--- config.mk ---
export PLATFORM = sky130hd
export DESIGN_NAME = rm_lane_ctrl_flat
export DESIGN_NICKNAME = d
export VERILOG_FILES = /design/src/rtl/rm_lane_ctrl_if.sv /design/src/rtl/rm_lane_ctrl.sv /design/src/flat_wrapper.sv
export SDC_FILE = /design/constraint.sdc
export NUM_CORES = 1
export LEC_CHECK = 0
export CORE_MARGIN = 3
export CORE_UTILIZATION = 30
export DETAILED_ROUTE_END_ITERATION = 7
export GPL_ROUTABILITY_DRIVEN = 0
export PLACE_DENSITY = 0.58
export SYNTH_ARGS = -nofsm -noshare
export SYNTH_HDL_FRONTEND = slang
export SYNTH_SLANG_ARGS = --single-unit
--- constraint.sdc ---
create_clock -name clk_i -period 1.5 [get_ports clk_i]
set_clock_uncertainty 0.05 [all_clocks]
set_input_delay 0.15 -clock clk_i [delete_from_list [all_inputs] [get_ports clk_i]]
set_output_delay 0.15 -clock clk_i [all_outputs]
set_load 0.05 [all_outputs]
--- src/rtl/rm_lane_ctrl_if.sv ---
// Allocation and release handshake bundle for rm_lane_ctrl.
// The requester uses the master modport; the controller uses the slave modport.
interface rm_lane_ctrl_if #(
  parameter  int unsigned NUM_LANES = 5,
  localparam int unsigned LANE_ID_W = (NUM_LANES > 1) ? $clog2(NUM_LANES) : 1
);
  logic                 alloc_valid_i;
  logic                 alloc_ready_o;
  logic [LANE_ID_W-1:0] alloc_lane_o;
  logic                 rel_valid_i;
  logic [LANE_ID_W-1:0] rel_lane_i;

  modport master (
    output alloc_valid_i,
    input  alloc_ready_o,
    input  alloc_lane_o,
    output rel_valid_i,
    output rel_lane_i
  );

  modport slave (
    input  alloc_valid_i,
    output alloc_ready_o,
    output alloc_lane_o,
    input  rel_valid_i,
    input  rel_lane_i
  );
endinterface

--- src/rtl/rm_lane_ctrl.sv ---
// Lane allocation controller: grants free monitor lanes, clears them for one cycle, tracks releases.
// Optional per-lane idle watchdog reclaim is built when RM_LANE_WDOG_EN is defined.
module rm_lane_ctrl #(
  parameter  int unsigned NUM_LANES = 5,
  parameter  int unsigned WDOG_W    = 8,
  localparam int unsigned LANE_ID_W = (NUM_LANES > 1) ? $clog2(NUM_LANES) : 1
) (
  input  logic                 clk_i,
  input  logic                 rst_ni,
  rm_lane_ctrl_if.slave        bus,
  input  logic [NUM_LANES-1:0] lane_active_i,
  input  logic [WDOG_W-1:0]    wdog_limit_i,
  output logic [NUM_LANES-1:0] lane_reset_o,
  output logic [NUM_LANES-1:0] lane_busy_o,
  output logic [NUM_LANES-1:0] wdog_expired_o
);

  typedef enum logic [1:0] {
    FREE  = 2'd0,
    CLEAR = 2'd1,
    BUSY  = 2'd2
  } lane_state_e;

  lane_state_e          state_q [NUM_LANES];
  lane_state_e          state_d [NUM_LANES];
  logic                 init_done_q;
  logic                 any_free;
  logic                 ready;
  logic [LANE_ID_W-1:0] free_lane;
  logic [NUM_LANES-1:0] grant;
  logic [NUM_LANES-1:0] rel_hit;
  logic [NUM_LANES-1:0] expire;
  logic [NUM_LANES-1:0] reset_d;
  logic [NUM_LANES-1:0] busy_d;
  logic [NUM_LANES-1:0] expired_d;

  // Priority pick of the lowest-index free lane; depends on registered state only.
  always_comb begin
    any_free  = 1'b0;
    free_lane = '0;
    for (int unsigned i = 0; i < NUM_LANES; i++) begin
      if (!any_free && state_q[i] == FREE) begin
        any_free  = 1'b1;
        free_lane = LANE_ID_W'(i);
      end
    end
  end

  assign ready             = init_done_q & any_free;
  assign bus.alloc_ready_o = ready;
  assign bus.alloc_lane_o  = free_lane;

  always_comb begin
    grant   = '0;
    rel_hit = '0;
    for (int unsigned i = 0; i < NUM_LANES; i++) begin
      grant[i]   = bus.alloc_valid_i & ready & (free_lane == LANE_ID_W'(i));
      rel_hit[i] = bus.rel_valid_i & (bus.rel_lane_i == LANE_ID_W'(i))
                   & (state_q[i] == BUSY);
    end
  end

`ifdef RM_LANE_WDOG_EN
  logic [WDOG_W-1:0] wcnt_q [NUM_LANES];
  logic [WDOG_W-1:0] wcnt_d [NUM_LANES];

  always_comb begin
    expire = '0;
    for (int unsigned i = 0; i < NUM_LANES; i++) begin
      expire[i] = (state_q[i] == BUSY) && (wdog_limit_i != '0)
                  && !lane_active_i[i] && (wcnt_q[i] == wdog_limit_i);
      if (state_q[i] != BUSY || lane_active_i[i]) begin
        wcnt_d[i] = '0;
      end else if (wcnt_q[i] == '1) begin
        wcnt_d[i] = wcnt_q[i];
      end else begin
        wcnt_d[i] = wcnt_q[i] + 1'b1;
      end
    end
  end

  always_ff @(posedge clk_i or negedge rst_ni) begin
    if (!rst_ni) begin
      for (int unsigned i = 0; i < NUM_LANES; i++) wcnt_q[i] <= '0;
    end else begin
      for (int unsigned i = 0; i < NUM_LANES; i++) wcnt_q[i] <= wcnt_d[i];
    end
  end
`else
  logic unused_wdog_inputs;
  assign unused_wdog_inputs = ^{lane_active_i, wdog_limit_i};
  assign expire             = '0;
`endif

  // Release takes priority over expiry, so a colliding expiry never pulses.
  always_comb begin
    reset_d   = '0;
    busy_d    = '0;
    expired_d = '0;
    for (int unsigned i = 0; i < NUM_LANES; i++) begin
      state_d[i] = state_q[i];
      unique case (state_q[i])
        FREE:  if (grant[i]) state_d[i] = CLEAR;
        CLEAR: state_d[i] = BUSY;
        BUSY: begin
          if (rel_hit[i]) begin
            state_d[i] = FREE;
          end else if (expire[i]) begin
            state_d[i]   = FREE;
            expired_d[i] = 1'b1;
          end
        end
        default: state_d[i] = FREE;
      endcase
      reset_d[i] = (state_d[i] == CLEAR);
      busy_d[i]  = (state_d[i] != FREE);
    end
  end

  always_ff @(posedge clk_i or negedge rst_ni) begin
    if (!rst_ni) begin
      for (int unsigned i = 0; i < NUM_LANES; i++) state_q[i] <= FREE;
      init_done_q    <= 1'b0;
      lane_reset_o   <= '0;
      lane_busy_o    <= '0;
      wdog_expired_o <= '0;
    end else begin
      for (int unsigned i = 0; i < NUM_LANES; i++) state_q[i] <= state_d[i];
      init_done_q    <= 1'b1;
      lane_reset_o   <= reset_d;
      lane_busy_o    <= busy_d;
      wdog_expired_o <= expired_d;
    end
  end

endmodule
--- src/flat_wrapper.sv ---
// flat-port wrapper written by rule: the top's interface ports become plain ports
module rm_lane_ctrl_flat 
#(
  parameter  int unsigned NUM_LANES = 5,
  parameter  int unsigned WDOG_W    = 8,
  localparam int unsigned LANE_ID_W = (NUM_LANES > 1) ? $clog2(NUM_LANES) : 1
)
  (clk_i, rst_ni, lane_active_i, wdog_limit_i, lane_reset_o, lane_busy_o, wdog_expired_o, bus_alloc_valid_i, bus_alloc_ready_o, bus_alloc_lane_o, bus_rel_valid_i, bus_rel_lane_i);
  rm_lane_ctrl_if #(.NUM_LANES(NUM_LANES)) bus_i ();
  input  logic clk_i;
  input  logic rst_ni;
  input  logic [NUM_LANES-1:0] lane_active_i;
  input  logic [WDOG_W-1:0] wdog_limit_i;
  output logic [NUM_LANES-1:0] lane_reset_o;
  output logic [NUM_LANES-1:0] lane_busy_o;
  output logic [NUM_LANES-1:0] wdog_expired_o;
  input wire logic [$bits(bus_i.alloc_valid_i)-1:0] bus_alloc_valid_i;
  output wire logic [$bits(bus_i.alloc_ready_o)-1:0] bus_alloc_ready_o;
  output wire logic [$bits(bus_i.alloc_lane_o)-1:0] bus_alloc_lane_o;
  input wire logic [$bits(bus_i.rel_valid_i)-1:0] bus_rel_valid_i;
  input wire logic [$bits(bus_i.rel_lane_i)-1:0] bus_rel_lane_i;
  assign bus_i.alloc_valid_i = bus_alloc_valid_i;
  assign bus_alloc_ready_o = bus_i.alloc_ready_o;
  assign bus_alloc_lane_o = bus_i.alloc_lane_o;
  assign bus_i.rel_valid_i = bus_rel_valid_i;
  assign bus_i.rel_lane_i = bus_rel_lane_i;
  rm_lane_ctrl #(.NUM_LANES(NUM_LANES), .WDOG_W(WDOG_W)) u_core (.clk_i(clk_i), .rst_ni(rst_ni), .bus(bus_i), .lane_active_i(lane_active_i), .wdog_limit_i(wdog_limit_i), .lane_reset_o(lane_reset_o), .lane_busy_o(lane_busy_o), .wdog_expired_o(wdog_expired_o));
endmodule
==> reports/metrics.yaml <==
ctsRootBufferMaster: "clkbuf_4"
utilization_pct: 49.2
boundaryPins: 39
synth_seq_cells: 21
fmax_mhz: 604
antenna_found_initial: 0
grt_pass1_vias: 749
floorplan.die.width_um: 62.3
cp_max_fo: 3
pre_cts_ws_ns: -0.0682
grt_max_degree: 22
worstReg2RegStart: "u_core.state_q[6]"
required_ns: 1.30
hold_violations: 0
violations: "setup timing"
p_leak_nw: 0.677
critPathKind: "reg2out"
hold_buffers: 0
maxCapViolations: 0
area_growth_pct: 49.1
rsz0062_at_grt: "true"
via_per_inst: 4.42
grt_overflow: 0
cp.arrival_ns: 1.45
placementRows: 19
yosysWarnings: 0
cts_tree: "done"
worstRegToRegCells: 5
synth_edf_count: 0
outcome: "complete, but fails checks"
ant_nets: 0
synth_area_um2: 950
start_util_pct: 33.0
final_common_cell: "buf_4"
num_antenna_cells: 0
htreeDepth: 1
period_share_pct: 110
nNetsFinal: 145
layout_common_cells: "buf_4, dfrtp_1, conb_1, clkdlybuf4s50_1, nand2b_1"
syn-instance-count: 81
clkSinkCount: 21
dieArea_um2: 3880
drc: 0
synth_flop_cell: "dfrtp_1"
io_buffers: 20
dp.final_hpwl_mm: 1.41
num_vias: 733
die_height_um: 62.3
clk_transition_reported_paths_ns: 0.11
wire_per_inst_um: 11.9
core_um2: 2880
syn_area_per_cell_um2: 11.7
synthArstFlopShare_pct: 100
fin_setup_tns_ns: -0.425
ff2ff_setup_slack_ns: 0.12
grt_usage_pct: 10.8
fin_crit_ns: 1.65
grt_pass1_wl_mm: 3.33
end_kind: "output port"
ir_drop_mv: 0.430
routed_wl_mm: 1.97
worstReg2RegEnd: "u_core.lane_busy_o[3]"
synth_cell_type_count: 30
yosysSeqAreaShare_pct: 55.3
clk_path_buf_depth: 2
worst_slack_ns: -0.155
dr.first_iter.drc_count: 23
cts_made_buffers: 3
power_density_nw_per_um2: 1650
min_path_type: "in2async"
setup_viol: 4
insertion_delay_ns: 0.30
critPathLaunchType: "flop"
drive_above_1_share_pct: 43.5
maxSlewViolCount: 0
firstDrtPassIters: 2
[Yosys cell counts, types with 2 or more instances]
cell       n  share of area (%)
buf_2      2                1.1
dfrtp_1   21                 55
nand2b_1   5                3.3
nor2_1     6                2.4
nor4b_1    3                2.8
nand2_1    4                1.6
nor4_2     2                2.6
inv_1      3                1.2
nor3_1     3                1.6
or2_1      3                2.0
nor4_1     3                2.0
nand3b_1   2                1.6
nor2b_1    2                1.3
conb_1     2               0.79
buf_4      5                4.0
[logic make-up after synthesis]
logic type,synth area share [%]
and+or+nand+nor,26.2
muxes,1.19
DFF,55.3
AOI/OAI and AO/OA,10.3
buffers and inverters,6.19
other,0.791
[power breakdown]
part	switching, mW	internal [mW]
Clock	0.162	0.104
Sequential	0.0777	0.691
Combinational	0.757	0.539
[flip-flops by register name, summed over array words and instances (netlist names)]
name	flops
u_core.lane_busy_o	5
u_core.lane_reset_o	5
u_core.init_done_q	1
u_core.state_q	10
[critical path: stages (launching register included)]
cell     delay [ns]
dfrtp_1        0.39
or2_4          0.27
nor4_4         0.31
buf_12         0.18
[per-stage QoR]
| stage | total power, mW | area, µm² | hold slack, ns | instances |
|---|---|---|---|---|
| after floorplan | 1.53 | 993 | -0.196 | 85 |
| after global placement | 1.92 | 1300 | 0.460 | 153 |
| after detailed placement | 1.93 | 1300 | 0.463 | 153 |
| after CTS | 2.33 | 1400 | 0.132 | 165 |
| after global routing | 2.45 | 1420 | 0.146 | 166 |
| final | 2.33 | 1420 | 0.135 | 166 |
[cell type report]
type,count,area (µm²)
clock buffers,4,26.3
fillers,264,1460
inverters,3,11.3
multi-input cells,54,424
flip-flops and latches,21,527
well taps,42,52.6
repair buffers,42,375
[repair_timing]
item | CTS | global route
buffers inserted | 8 | 1
resized for setup | 6 | 2
pin swaps | 2 | 1
endpoints found under the setup margin | 4 | 4
endpoints found under the hold margin | 0 | 0
[layer usage]
metal | global-route usage, % | up-vias | part of all wire, %
met3 | 2.16 | 4 | 4.5
li1 | - | 362 | -
met4 | 7.44 | 0 | 2.8
met5 | 0 | - | 0
met2 | 16.8 | 16 | 47
met1 | 13.5 | 351 | 46
[how the worst max path moves through the flow]
stage	start	endpoint	slack (ns)	cells after the start
5_1_grt	u_core.state_q[0]	bus_alloc_lane_o[2]	-0.21	3
6_report	u_core.state_q[1]	bus_alloc_lane_o[2]	-0.15	3
2_1_floorplan	u_core.state_q[1]	bus_alloc_lane_o[2]	-0.07	2
3_3_place_gp	bus_rel_lane_i[0]	u_core.state_q[9]	-0.13	5
4_1_cts	u_core.state_q[7]	bus_alloc_lane_o[2]	-0.16	4
3_5_place_dp	bus_rel_valid_i	u_core.lane_busy_o[4]	-0.07	4
Note: power is estimated with default switching activity, not from simulation.
